==> src/rtl/movimento_bola.sv <==
// rtl/movimento_bola.sv - Pong ball position, wall/paddle bounce and score pulse engine
module movimento_bola #(
   parameter int LARGURA     = 640,
   parameter int ALTURA      = 480,
   parameter int TAM_BOLA    = 8,
   parameter int VEL         = 4,
   parameter int X_RAQ_ESQ   = 16,
   parameter int X_RAQ_DIR   = 616,
   parameter int LARG_RAQ    = 8,
   parameter int ALT_RAQUETE = 64,
   parameter int WX          = $clog2(LARGURA),
   parameter int WY          = $clog2(ALTURA)
) (
   input  logic          clock,
   input  logic          zera,
   input  logic          tick,
   input  logic          saque,
   input  logic [WY-1:0] raq_esq_y,
   input  logic [WY-1:0] raq_dir_y,
   output logic [WX-1:0] bola_x,
   output logic [WY-1:0] bola_y,
   output logic          em_jogo,
   output logic          ponto_esq,
   output logic          ponto_dir
);

   // One guard bit above the coordinate width so x+VEL / y+VEL never wraps.
   localparam int XW = WX + 1;
   localparam int YW = WY + 1;

   localparam logic [XW-1:0] X_LIM = XW'(LARGURA - TAM_BOLA);
   localparam logic [XW-1:0] X_CEN = XW'((LARGURA - TAM_BOLA) / 2);
   localparam logic [XW-1:0] FACE_D = XW'(X_RAQ_DIR - TAM_BOLA);
   localparam logic [XW-1:0] FACE_E = XW'(X_RAQ_ESQ + LARG_RAQ);
   localparam logic [XW-1:0] VEL_X = XW'(VEL);
   localparam logic [YW-1:0] Y_LIM = YW'(ALTURA - TAM_BOLA);
   localparam logic [YW-1:0] Y_CEN = YW'((ALTURA - TAM_BOLA) / 2);
   localparam logic [YW-1:0] VEL_Y = YW'(VEL);
   localparam logic [YW-1:0] TAM_Y = YW'(TAM_BOLA);
   localparam logic [YW-1:0] ALT_R = YW'(ALT_RAQUETE);

   typedef enum logic [1:0] {
      PARADO  = 2'd0,
      JOGANDO = 2'd1,
      PONTO   = 2'd2
   } estado_t;

   estado_t       estado, estado_prox;
   logic [XW-1:0] x_q, x_d;
   logic [YW-1:0] y_q, y_d;
   logic          dir_x_q, dir_x_d;   // 1 = moving right
   logic          dir_y_q, dir_y_d;   // 1 = moving down
   logic          ponto_esq_q, ponto_esq_d;
   logic          ponto_dir_q, ponto_dir_d;

   logic [XW-1:0] x_soma, x_sub;
   logic [YW-1:0] y_soma, y_sub;
   logic [YW-1:0] raq_esq_ext, raq_dir_ext;
   logic          sobre_esq, sobre_dir;

   // State, position, direction and score pulses; zera overrides everything
   always_ff @(posedge clock) begin
      if (zera) begin
         estado      <= PARADO;
         x_q         <= X_CEN;
         y_q         <= Y_CEN;
         dir_x_q     <= 1'b1;
         dir_y_q     <= 1'b1;
         ponto_esq_q <= 1'b0;
         ponto_dir_q <= 1'b0;
      end else begin
         estado      <= estado_prox;
         x_q         <= x_d;
         y_q         <= y_d;
         dir_x_q     <= dir_x_d;
         dir_y_q     <= dir_y_d;
         ponto_esq_q <= ponto_esq_d;
         ponto_dir_q <= ponto_dir_d;
      end
   end

   // Next state and next position; paddle overlap uses the pre-update y
   always_comb begin
      estado_prox = estado;
      x_d         = x_q;
      y_d         = y_q;
      dir_x_d     = dir_x_q;
      dir_y_d     = dir_y_q;
      ponto_esq_d = 1'b0;
      ponto_dir_d = 1'b0;

      x_soma      = x_q + VEL_X;
      x_sub       = x_q - VEL_X;
      y_soma      = y_q + VEL_Y;
      y_sub       = y_q - VEL_Y;
      raq_esq_ext = {1'b0, raq_esq_y};
      raq_dir_ext = {1'b0, raq_dir_y};
      sobre_esq   = ((y_q + TAM_Y) > raq_esq_ext) && (y_q < (raq_esq_ext + ALT_R));
      sobre_dir   = ((y_q + TAM_Y) > raq_dir_ext) && (y_q < (raq_dir_ext + ALT_R));

      case (estado)
         PARADO: begin
            if (saque) begin
               estado_prox = JOGANDO;
            end
         end
         JOGANDO: begin
            if (tick) begin
               if (dir_y_q) begin
                  if (y_soma >= Y_LIM) begin
                     y_d     = Y_LIM;
                     dir_y_d = 1'b0;
                  end else begin
                     y_d = y_soma;
                  end
               end else begin
                  if (y_q < VEL_Y) begin
                     y_d     = '0;
                     dir_y_d = 1'b1;
                  end else begin
                     y_d = y_sub;
                  end
               end

               if (dir_x_q) begin
                  if ((x_q < FACE_D) && (x_soma >= FACE_D) && sobre_dir) begin
                     x_d     = FACE_D;
                     dir_x_d = 1'b0;
                  end else if (x_soma > X_LIM) begin
                     x_d         = X_LIM;
                     ponto_esq_d = 1'b1;
                     estado_prox = PONTO;
                  end else begin
                     x_d = x_soma;
                  end
               end else begin
                  if ((x_q > FACE_E) && (x_sub <= FACE_E) && sobre_esq) begin
                     x_d     = FACE_E;
                     dir_x_d = 1'b1;
                  end else if (x_q < VEL_X) begin
                     x_d         = '0;
                     ponto_dir_d = 1'b1;
                     estado_prox = PONTO;
                  end else begin
                     x_d = x_sub;
                  end
               end
            end
         end
         PONTO: begin
            // Direction is kept so the next serve heads toward the conceding side
            x_d         = X_CEN;
            y_d         = Y_CEN;
            estado_prox = PARADO;
         end
         default: begin
            estado_prox = PARADO;
            x_d         = X_CEN;
            y_d         = Y_CEN;
         end
      endcase
   end

   assign bola_x    = x_q[WX-1:0];
   assign bola_y    = y_q[WY-1:0];
   assign em_jogo   = (estado == JOGANDO);
   assign ponto_esq = ponto_esq_q;
   assign ponto_dir = ponto_dir_q;

endmodule

==> config.mk <==
export PLATFORM = sky130hd
export DESIGN_NAME = movimento_bola
export DESIGN_NICKNAME = d
export VERILOG_FILES = /design/src/rtl/movimento_bola.sv
export SDC_FILE = /design/constraint.sdc
export NUM_CORES = 1
export LEC_CHECK = 0
export ABC_AREA = 1
export CORE_MARGIN = 4
export CORE_UTILIZATION = 56
export CTS_CLUSTER_DIAMETER = 60
export DETAILED_ROUTE_END_ITERATION = 8
export GPL_TIMING_DRIVEN = 0
export PLACE_DENSITY = 0.85
export SYNTH_ARGS = -nofsm -noshare
export SYNTH_HDL_FRONTEND = slang
export SYNTH_SLANG_ARGS = --single-unit
==> constraint.sdc <==
create_clock -name clock -period 2.45 [get_ports clock]
set_input_delay 0.3675 -clock clock [delete_from_list [all_inputs] [get_ports clock]]
set_output_delay 0.3675 -clock clock [all_outputs]
set_load 0.02 [all_outputs]
==> metrics.cfg <==
[outcome]
status=complete, no violations

[global_route]
grt_pass1_vias=3052
grt_first_pass_wirelength_mm=13.1
grt.total_usage_pct=24.4
grt_max_degree=14
overflow=0
grt-busiest-layer=met2
grt_antenna_before_repair=0
globalRouteMet2Util_pct=45.0
grt_use_met3_pct=3.73
gr-usage-met1_pct=28.9

[run]
cap_violations=0

[route]
vias=3280
vias_per_cell=5.35
first_iter_violations=219
ant_nets=0
avgRoutedWirePerCell_um=13.5
wirelength_mm=8.30
firstDrtPassIters=7
drc_errors=0

[floorplanning]
start_util_pct=58.7
core_mm2=0.00517
rows=26
die-height_um=81.6
die-width_um=81.6
ios=44
dieArea_mm2=0.00667

[timing]
slew_headroom_pct=65.7
rsz0062_at_grt=yes
worstMarginPinSlew_ns=0.514
hold_viol=0
fin_ws_ns=0.124
setup_viol=0
finalCritPeriodShare_pct=94.9
slew_violations=0
skew_ns=0.00843
finalCriticalPeriod_ns=2.33
fmax_mhz=430

[logic_synthesis]
synth.yosys.seq_area_share_pct=15.2
synth-seq-cells=23
async_reset_ff_share_pct=0
synth_cells=487
yosysUniqueCellTypes=37
netlist_area_mm2=0.00304
synth_top_area_share_pct=16.1
synth_edf_count=0
yosys_warnings=0
synth_ff_type=dfxtp_1
synth.area.top_cells=ha_1, nand2_1, dfxtp_1
synth.largest_area_cell=ha_1
syn_avg_cell_area_um2=6.24

[critical_path]
path_max_fanout=6
crit_arrival_ns=2.50
worstPathRequired_ns=2.62
reg2reg_setup_slack_ns=0.12
r2r_end=x_q[4]
path_class=register to register
reg2reg_depth=17
setup.worst_path.start_class=register
worst_r2r_startpoint=y_q[3]
endpoint_kind=register

[clock_network]
cts_tree=done
cts_num_sinks=23
cts.path.max_buffers=2
clk_pin_slew_ns=0.09
hold_buffers=0
htree_levels=1
worstSkewPairLatency_ns=0.27
root_buffer=clkbuf_8
cts_buffers=3

[final_layout]
final_cell_mix=nand2_1, inv_1, clkdlybuf4s50_1, nor2_1, ha_1
nNetsFinal=605
drive_above_1_share_pct=14.7
fin_util_pct=72.8
syn2layout_area_growth_pct=24.0
fin_area_mm2=0.00377
antenna_cells=0
layout_commonest_cell=nand2_1

[placement]
pre_cts_slack_ns=-0.201
numPortBuffers=39
place_area_mm2=0.00353
gp_congestion=0.926
hpwlAfterDp_mm=6.33

[min_path]
holdPathEnd=x_q[10]
hp-class=register to register
hold_start=x_q[10]
holdPathStages=2

[power]
power.leakage_nw=1.93
power_density_mw_per_mm2=543
ir_drop_uv=445
power_mw=2.04

==> critical path: stages, from the launching register on <==
cell	delay (ns)
dfxtp_4	0.42
ha_4	0.17
nand2_4	0.06
xor2_2	0.15
ha_1	0.31
nand2_1	0.07
nor2_2	0.12
nand2_1	0.06
nand3_1	0.06
nand2_1	0.05
nand2_1	0.06
nand2_2	0.05
nand2_2	0.08
nand3_4	0.14
a21oi_4	0.21
nand3_1	0.09
nand2_1	0.06
nand2_1	0.05
==> cells in the mapped netlist (2+ instances only) <==
cell,n
xor2_1,14
clkbuf_1,4
buf_2,2
nor3_1,9
o21ai_0,19
nand2_1,123
inv_1,79
nor2_4,3
xnor2_1,5
dfxtp_1,23
buf_4,20
o211ai_1,5
nand3_1,30
o21ai_1,7
nand4_1,13
inv_2,2
a21oi_1,29
nand2_2,5
buf_6,2
ha_1,39
nand2_4,2
nor2_1,37
==> layout make-up <==
type	count	area [um2]
clock buffers	3	41.3
repair buffers	50	473
flip-flops and latches	23	480
well taps	70	87.6
multi-input cells	355	2150
plain buffers	29	218
inverters	82	312
fillers	429	1410
clock inverters	1	5.00
==> worst max-delay path by stage <==
stage | slack [ns] | endpoint | cells after the start | start
CTS | -0.01 | estado[0] | 17 | y_q[3]
finish | 0.12 | x_q[4] | 17 | y_q[3]
floorplan | 0.19 | x_q[3] | 19 | y_q[6]
global placement | -0.15 | x_q[4] | 19 | y_q[6]
global route | -0.06 | x_q[3] | 18 | y_q[4]
detailed placement | -0.20 | x_q[4] | 19 | y_q[6]
==> state kept, by name, summed over array words and instances (netlist names) <==
name,count
x_q,9
y_q,8
estado,2
dir_x_q,1
dir_y_q,1
ponto_dir,1
ponto_esq,1
==> stage by stage <==
stage	hold slack (ns)	TNS (ns)	std cells
6_report	0.580	0	613
2_1_floorplan	0.463	0	490
3_3_place_gp	0.552	-0.649	599
4_1_cts	0.569	-0.0160	604
3_5_place_dp	0.557	-0.964	599
5_1_grt	0.617	-0.139	613
==> cells by family (layout without fill, tap and decap cells) <==
family	after synthesis	after routing	share of synthesized area (%)
buffers and inverters	112	165	17.1
other	1	4	0.123
adders and majority gates	39	39	16.1
AOI/OAI and AO/OA	64	64	11.6
DFF	23	23	15.2
xor gates and xnor gates	19	19	5.48
and+or+nand+nor	229	229	34.5
==> timing repair <==
action	in CTS	in global routing
pin swaps	4	11
endpoints found under the setup margin	6	7
gates resized for setup	12	23
setup buffers	1	10
==> where the power goes <==
part	total [mW]	leakage, nW	internal (mW)	switching, mW
Combinational	1.30	1.72	0.550	0.750
Sequential	0.502	0.188	0.425	0.0768
Clock	0.243	0.0255	0.114	0.129
==> layer usage <==
metal / vias up / wire length, um
met3: 14 / 496
met5: - / 0
met1: 1485 / 3330
li1: 1642 / -
met4: 0 / 104
met2: 139 / 4370
No activity file was read; power rests on OpenSTA's default activity.
==> RTL change 1 (same flow settings) <==
Register the outputs `bola_x`, `bola_y` and `em_jogo`; this adds one clock of latency there. The other outputs are not delayed to match.
--- a/src/rtl/movimento_bola.sv
+++ b/src/rtl/movimento_bola.sv
@@ -161,9 +161,11 @@
       endcase
    end
 
-   assign bola_x    = x_q[WX-1:0];
-   assign bola_y    = y_q[WY-1:0];
-   assign em_jogo   = (estado == JOGANDO);
+   always_ff @(posedge clock) begin
+      bola_x  <= x_q[WX-1:0];
+      bola_y  <= y_q[WY-1:0];
+      em_jogo <= (estado == JOGANDO);
+   end
    assign ponto_esq = ponto_esq_q;
    assign ponto_dir = ponto_dir_q;
 
Function: changed (a bounded check fails within 4 cycles, from zero or initial values).
==> RTL change 1 against the original RTL <==
The run now ends with setup timing left; setup slack worse by 0.25 ns; clock power up 120%; largest power group unchanged; design area up 21%; sequential cell count up 16; total power up 25%; wire length up 30%; global-route usage down 0.23 points; synthesized cell count up 7.0%; synthesized area up 16%; via count up 18%.
==> RTL change 1: results (changes against the original RTL) <==
.. list-table::
   :header-rows: 1

   * - Metric
     - Value
   * - Number of H-tree levels
     - 2 (+1)
   * - Count of routing violations after the opening detailed-route iteration
     - 603 (+180%)
   * - Registers with the most flip-flops
     - x_q (9), bola_x (8), y_q (8)
   * - Number of global-route vias before repair
     - 3,306 (+8.3%)
   * - Vias post-DR
     - 3,882 (+18%)
   * - Filler-free cell count of the finished design
     - 667 (+8.8%)
   * - Worst Hold Path Cells
     - 0 (-2)
   * - Delay contributed by the slowest stage of the critical path
     - 0.38 ns (-0.04 ns)
   * - Area share of the leading cell type in the synthesized netlist
     - 0.222 (+0.0615)
   * - Drt total wl
     - 10,800 µm (+30%)
   * - Count of nets after finishing
     - 652 (+7.8%)
   * - HPWL after detailed placement
     - 6780 µm (+7.3%)
   * - Share of final-layout standard cells stronger than drive strength 1
     - 0.213 (+0.0655)
   * - Total of endpoints with negative setup slack in the final report
     - 4 (+4)
   * - Startpoint of the worst hold path
     - x_q[9]
   * - IR drop worst, VDD
     - 0.414 mV (-6.9%)
   * - Total leakage power
     - 2.18 nW (+13%)
   * - Failing checks
     - setup timing
   * - Seq pwr share
     - 0.298 (+0.052)
   * - Detailed-router iteration count before antenna repair
     - 6 (-1)
   * - Average footprint of a synthesized cell
     - 6.75 µm² (+8.2%)
   * - Worst Setup Slack post-DPL
     - -0.281 ns (-0.0799 ns)
   * - Clock latency on the worst-skew pair
     - 0.30 ns (+0.03 ns)
   * - Placed instance count
     - 638 (+6.5%)
   * - Tot GR Track Use
     - 0.241 (-0.00228)
   * - Maximum fanout along the worst path
     - 4 (-2)
   * - Cell taking the most area after synthesis
     - dfxtp_1
   * - Combinational group power
     - 1.25 mW (-4%)
   * - Unique cell type count in the Yosys netlist
     - 41 (+11%)
   * - Commonest cells post-synth
     - nand2_1 (132), inv_1 (65), nand3_1 (41)
   * - Internal
     - 1.51 mW (+39%)
   * - Slew Limit Fails
     - 0 (unchanged)
   * - Biggest area contributors in the synthesized netlist
     - dfxtp_1 (22%), nand2_1 (14%), ha_1 (14%)
   * - Clock Skew
     - 0.00891 ns (+0.000484 ns)
   * - Sequential fraction of the synthesis area
     - 0.222 (+0.0705)
   * - Start of the worst register-to-register path
     - y_q[6]
   * - Setup slack after layout
     - -0.131 ns (-0.255 ns)
   * - Final estimated routing congestion in global placement
     - 0.964 (+4.1%)
   * - Total placed instance area
     - 4010 µm² (+14%)
   * - Worst hold margin
     - 0.350 ns (-0.230 ns)
   * - Terminating pin of the worst hold path
     - bola_x[9]
   * - Number of buffers added by the clock tree synthesis step
     - 5 (+2)
   * - Outcome
     - complete, but fails checks
   * - First-pass GRT wire length
     - 14,700 µm (+12%)
   * - Pin count of the biggest net entering global routing
     - 14 (unchanged)
   * - Number of diodes added for antenna fixing
     - 0 (unchanged)
   * - Data arrival at the endpoint of the critical path
     - 2.78 ns (+0.28 ns)
   * - Switch Pwr
     - 1.05 mW (+9.7%)
[RTL change 1: final cells by class]
cell class | count | area [µm²]
multi-input combinational | 389 | 2540
fill | 368 | 1450
sequential | 39 | 800
timing repair buffer | 60 | 553
inverter | 76 | 292
buffer | 20 | 154
tap | 75 | 93.8
clock buffer | 5 | 68.8
clock inverter | 3 | 43.8
[RTL change 1: metal layers]
metal | routed length, µm | up-vias | global-route usage
met5 | 0 | - | 0
li1 | - | 1804 | -
met1 | 4100 | 1726 | 0.315
met4 | 668 | 0 | 0.0711
met3 | 952 | 83 | 0.0360
met2 | 5080 | 269 | 0.411
[RTL change 1: cells by family after synthesis]
family,Yosys count,synth area share
compound gates,66,0.103
xor+xnor,16,0.0399
fa+ha+maj,39,0.139
buf+inv,96,0.122
flops,39,0.222
other cells,1,0.00107
simple gates,264,0.373
[RTL change 1: stage by stage]
step	TNS [ns]	util
floorplan	0	-
global placement	-1.00	0.669
detailed placement	-1.37	0.669
CTS	0	0.700
global route	-0.819	0.758
finish	-0.259	0.758
==> RTL change 2 (config.mk and constraints unchanged) <==
Without the edit above. Set the parameter `ALTURA` to 960 (it was 480).
--- a/src/rtl/movimento_bola.sv
+++ b/src/rtl/movimento_bola.sv
@@ -1,7 +1,7 @@
 // rtl/movimento_bola.sv - Pong ball position, wall/paddle bounce and score pulse engine
 module movimento_bola #(
    parameter int LARGURA     = 640,
-   parameter int ALTURA      = 480,
+   parameter int ALTURA      = 960,
    parameter int TAM_BOLA    = 8,
    parameter int VEL         = 4,
    parameter int X_RAQ_ESQ   = 16,
Ports: changed (resized bola_y, raq_dir_y and raq_esq_y); port bits go from 44 to 47. The function was not compared with the original's and may differ.
==> RTL change 2 against the original RTL <==
Setup slack got worse by 0.061 ns; sequential cell count increased by 1; critical path depth unchanged; highest routed layer unchanged; synthesized cell count increased by 11%; design area increased by 13%; wire length increased by 20%; synthesized area increased by 9.9%; total power increased by 13%.
==> RTL change 2: results (changes against the original RTL) <==
.. list-table::
   :header-rows: 1

   * - Metric
     - Value
   * - Outcome
     - finished, final reports clean
   * - Final estimated routing congestion in global placement
     - 0.916 (-1.1%)
   * - Average wire per standard cell
     - 14.7 µm (+8.7%)
   * - Count of nets after finishing
     - 673 (+11%)
   * - Switch Pwr
     - 1.06 mW (+11%)
   * - First-pass GRT wire length
     - 15,400 µm (+17%)
   * - Registers with the most flip-flops
     - x_q (9), y_q (9), estado (2)
   * - Prevailing post-synth register cell
     - dfxtp_1
   * - Setup Buffers After CTS
     - 2 (+1)
   * - Number of H-tree levels
     - 1 (unchanged)
   * - Number of global-route vias before repair
     - 3,411 (+12%)
   * - Routed via count divided by cell count
     - 5.63 (+5.2%)
   * - Count of routing violations after the opening detailed-route iteration
     - 316 (+44%)
   * - HPWL after detailed placement
     - 7380 µm (+17%)
   * - Antenna violations before repair
     - 0 (unchanged)
   * - Detailed-router iteration count before antenna repair
     - 5 (-2)
   * - Drt total wl
     - 9970 µm (+20%)
   * - Startpoint of the worst hold path
     - y_q[3]
   * - Unique cell type count in the Yosys netlist
     - 38 (+2.7%)
   * - Post-cts gate resize count
     - 20 (+8)
   * - Port Buffer Count
     - 42 (+7.7%)
   * - Start of the worst register-to-register path
     - y_q[4]
   * - Total leakage power
     - 2.16 nW (+12%)
   * - Final critical path time including I/O delays and setup
     - 2.39 ns (+0.0606 ns)
   * - Fill cell count
     - 431 (+0.47%)
   * - Worst hold margin
     - 0.571 ns (-0.00895 ns)
   * - Pin count of the biggest net entering global routing
     - 15 (+1)
   * - Delay contributed by the slowest stage of the critical path
     - 0.37 ns (-0.05 ns)
   * - Placed instance count
     - 656 (+9.5%)
   * - Clock Skew
     - 0.00214 ns (-0.00629 ns)
   * - Total placed instance area
     - 3860 µm² (+9.4%)
   * - Post-Syn Instances
     - 539 (+11%)
   * - Share of final-layout standard cells stronger than drive strength 1
     - 0.203 (+0.0560)
   * - IR drop worst, VDD
     - 0.403 mV (-9.4%)
   * - Maximum fanout along the worst path
     - 4 (-2)
   * - Data arrival at the endpoint of the critical path
     - 2.56 ns (+0.06 ns)
   * - Worst Hold Path Cells
     - 2 (unchanged)
   * - Transition time of the tightest slew-check pin
     - 0.549 ns (+0.0353 ns)
   * - Tot GR Track Use
     - 0.254 (+0.0100)
   * - Sequential fraction of the synthesis area
     - 0.144 (-0.00765)
   * - Worst Setup Slack post-DPL
     - -0.285 ns (-0.0837 ns)
   * - Biggest area contributors in the synthesized netlist
     - ha_1 (16%), nand2_1 (15%), dfxtp_1 (14%)
   * - Commonest cells post-synth
     - nand2_1 (132), inv_1 (71), ha_1 (43)
   * - Terminating pin of the worst hold path
     - y_q[3]
   * - CTS root buf
     - clkbuf_8
   * - Number of buffers added by the clock tree synthesis step
     - 3 (unchanged)
   * - Part of the total power dissipated in the clock network
     - 0.155 (+0.036)
## RTL change 2: routing by layer
metal | global-route usage | up-vias | share of wire
li1 | - | 1856 | -
met1 | 0.364 | 1733 | 0.44
met2 | 0.405 | 196 | 0.45
met3 | 0.0233 | 27 | 0.089
met4 | 0.0647 | 0 | 0.020
met5 | 0 | - | 0
## RTL change 2: power by group through the flow
| stage | logic [mW] | registers (mW) | clock network, mW |
|---|---|---|---|
| after floorplan | 0.901 | 0.497 | 0 |
| after global placement | 1.19 | 0.523 | 0 |
| after detailed placement | 1.23 | 0.526 | 0 |
| after CTS | 1.26 | 0.522 | 0.362 |
| after global routing | 1.57 | 0.525 | 0.382 |
| final | 1.43 | 0.518 | 0.357 |
## RTL change 2: layout make-up
cell class / count / area, µm² / share of cell area
Clock buffer: 3 / 41.3 / 0.00972
Buffer: 31 / 214 / 0.0504
Timing Repair Buffer: 60 / 566 / 0.133
Multi-Input combinational cell: 410 / 2510 / 0.592
Sequential cell: 24 / 504 / 0.119
Inverter: 76 / 290 / 0.0683
Tap cell: 72 / 90.1 / 0.0212
Clock inverter: 1 / 30.0 / 0.00707
## RTL change 2: worst max-delay path by stage
stage,depth (start not counted),to,start
after global placement,16,x_q[2],raq_esq_y[6]
final,17,x_q[4],y_q[4]
after detailed placement,16,x_q[2],raq_esq_y[6]
after CTS,17,x_q[4],y_q[4]
after floorplan,21,x_q[3],y_q[4]
after global routing,19,x_q[2],y_q[4]
## RTL change 2: logic make-up after synthesis
kind of cell             synth area share
AO/OA/AOI/OAI                       0.117
AND/OR/NAND/NOR                     0.379
buffers and inverters               0.150
adder cells (fa/ha/maj)             0.161
flip-flops                          0.144
other                             0.00112
XOR/XNOR                           0.0472
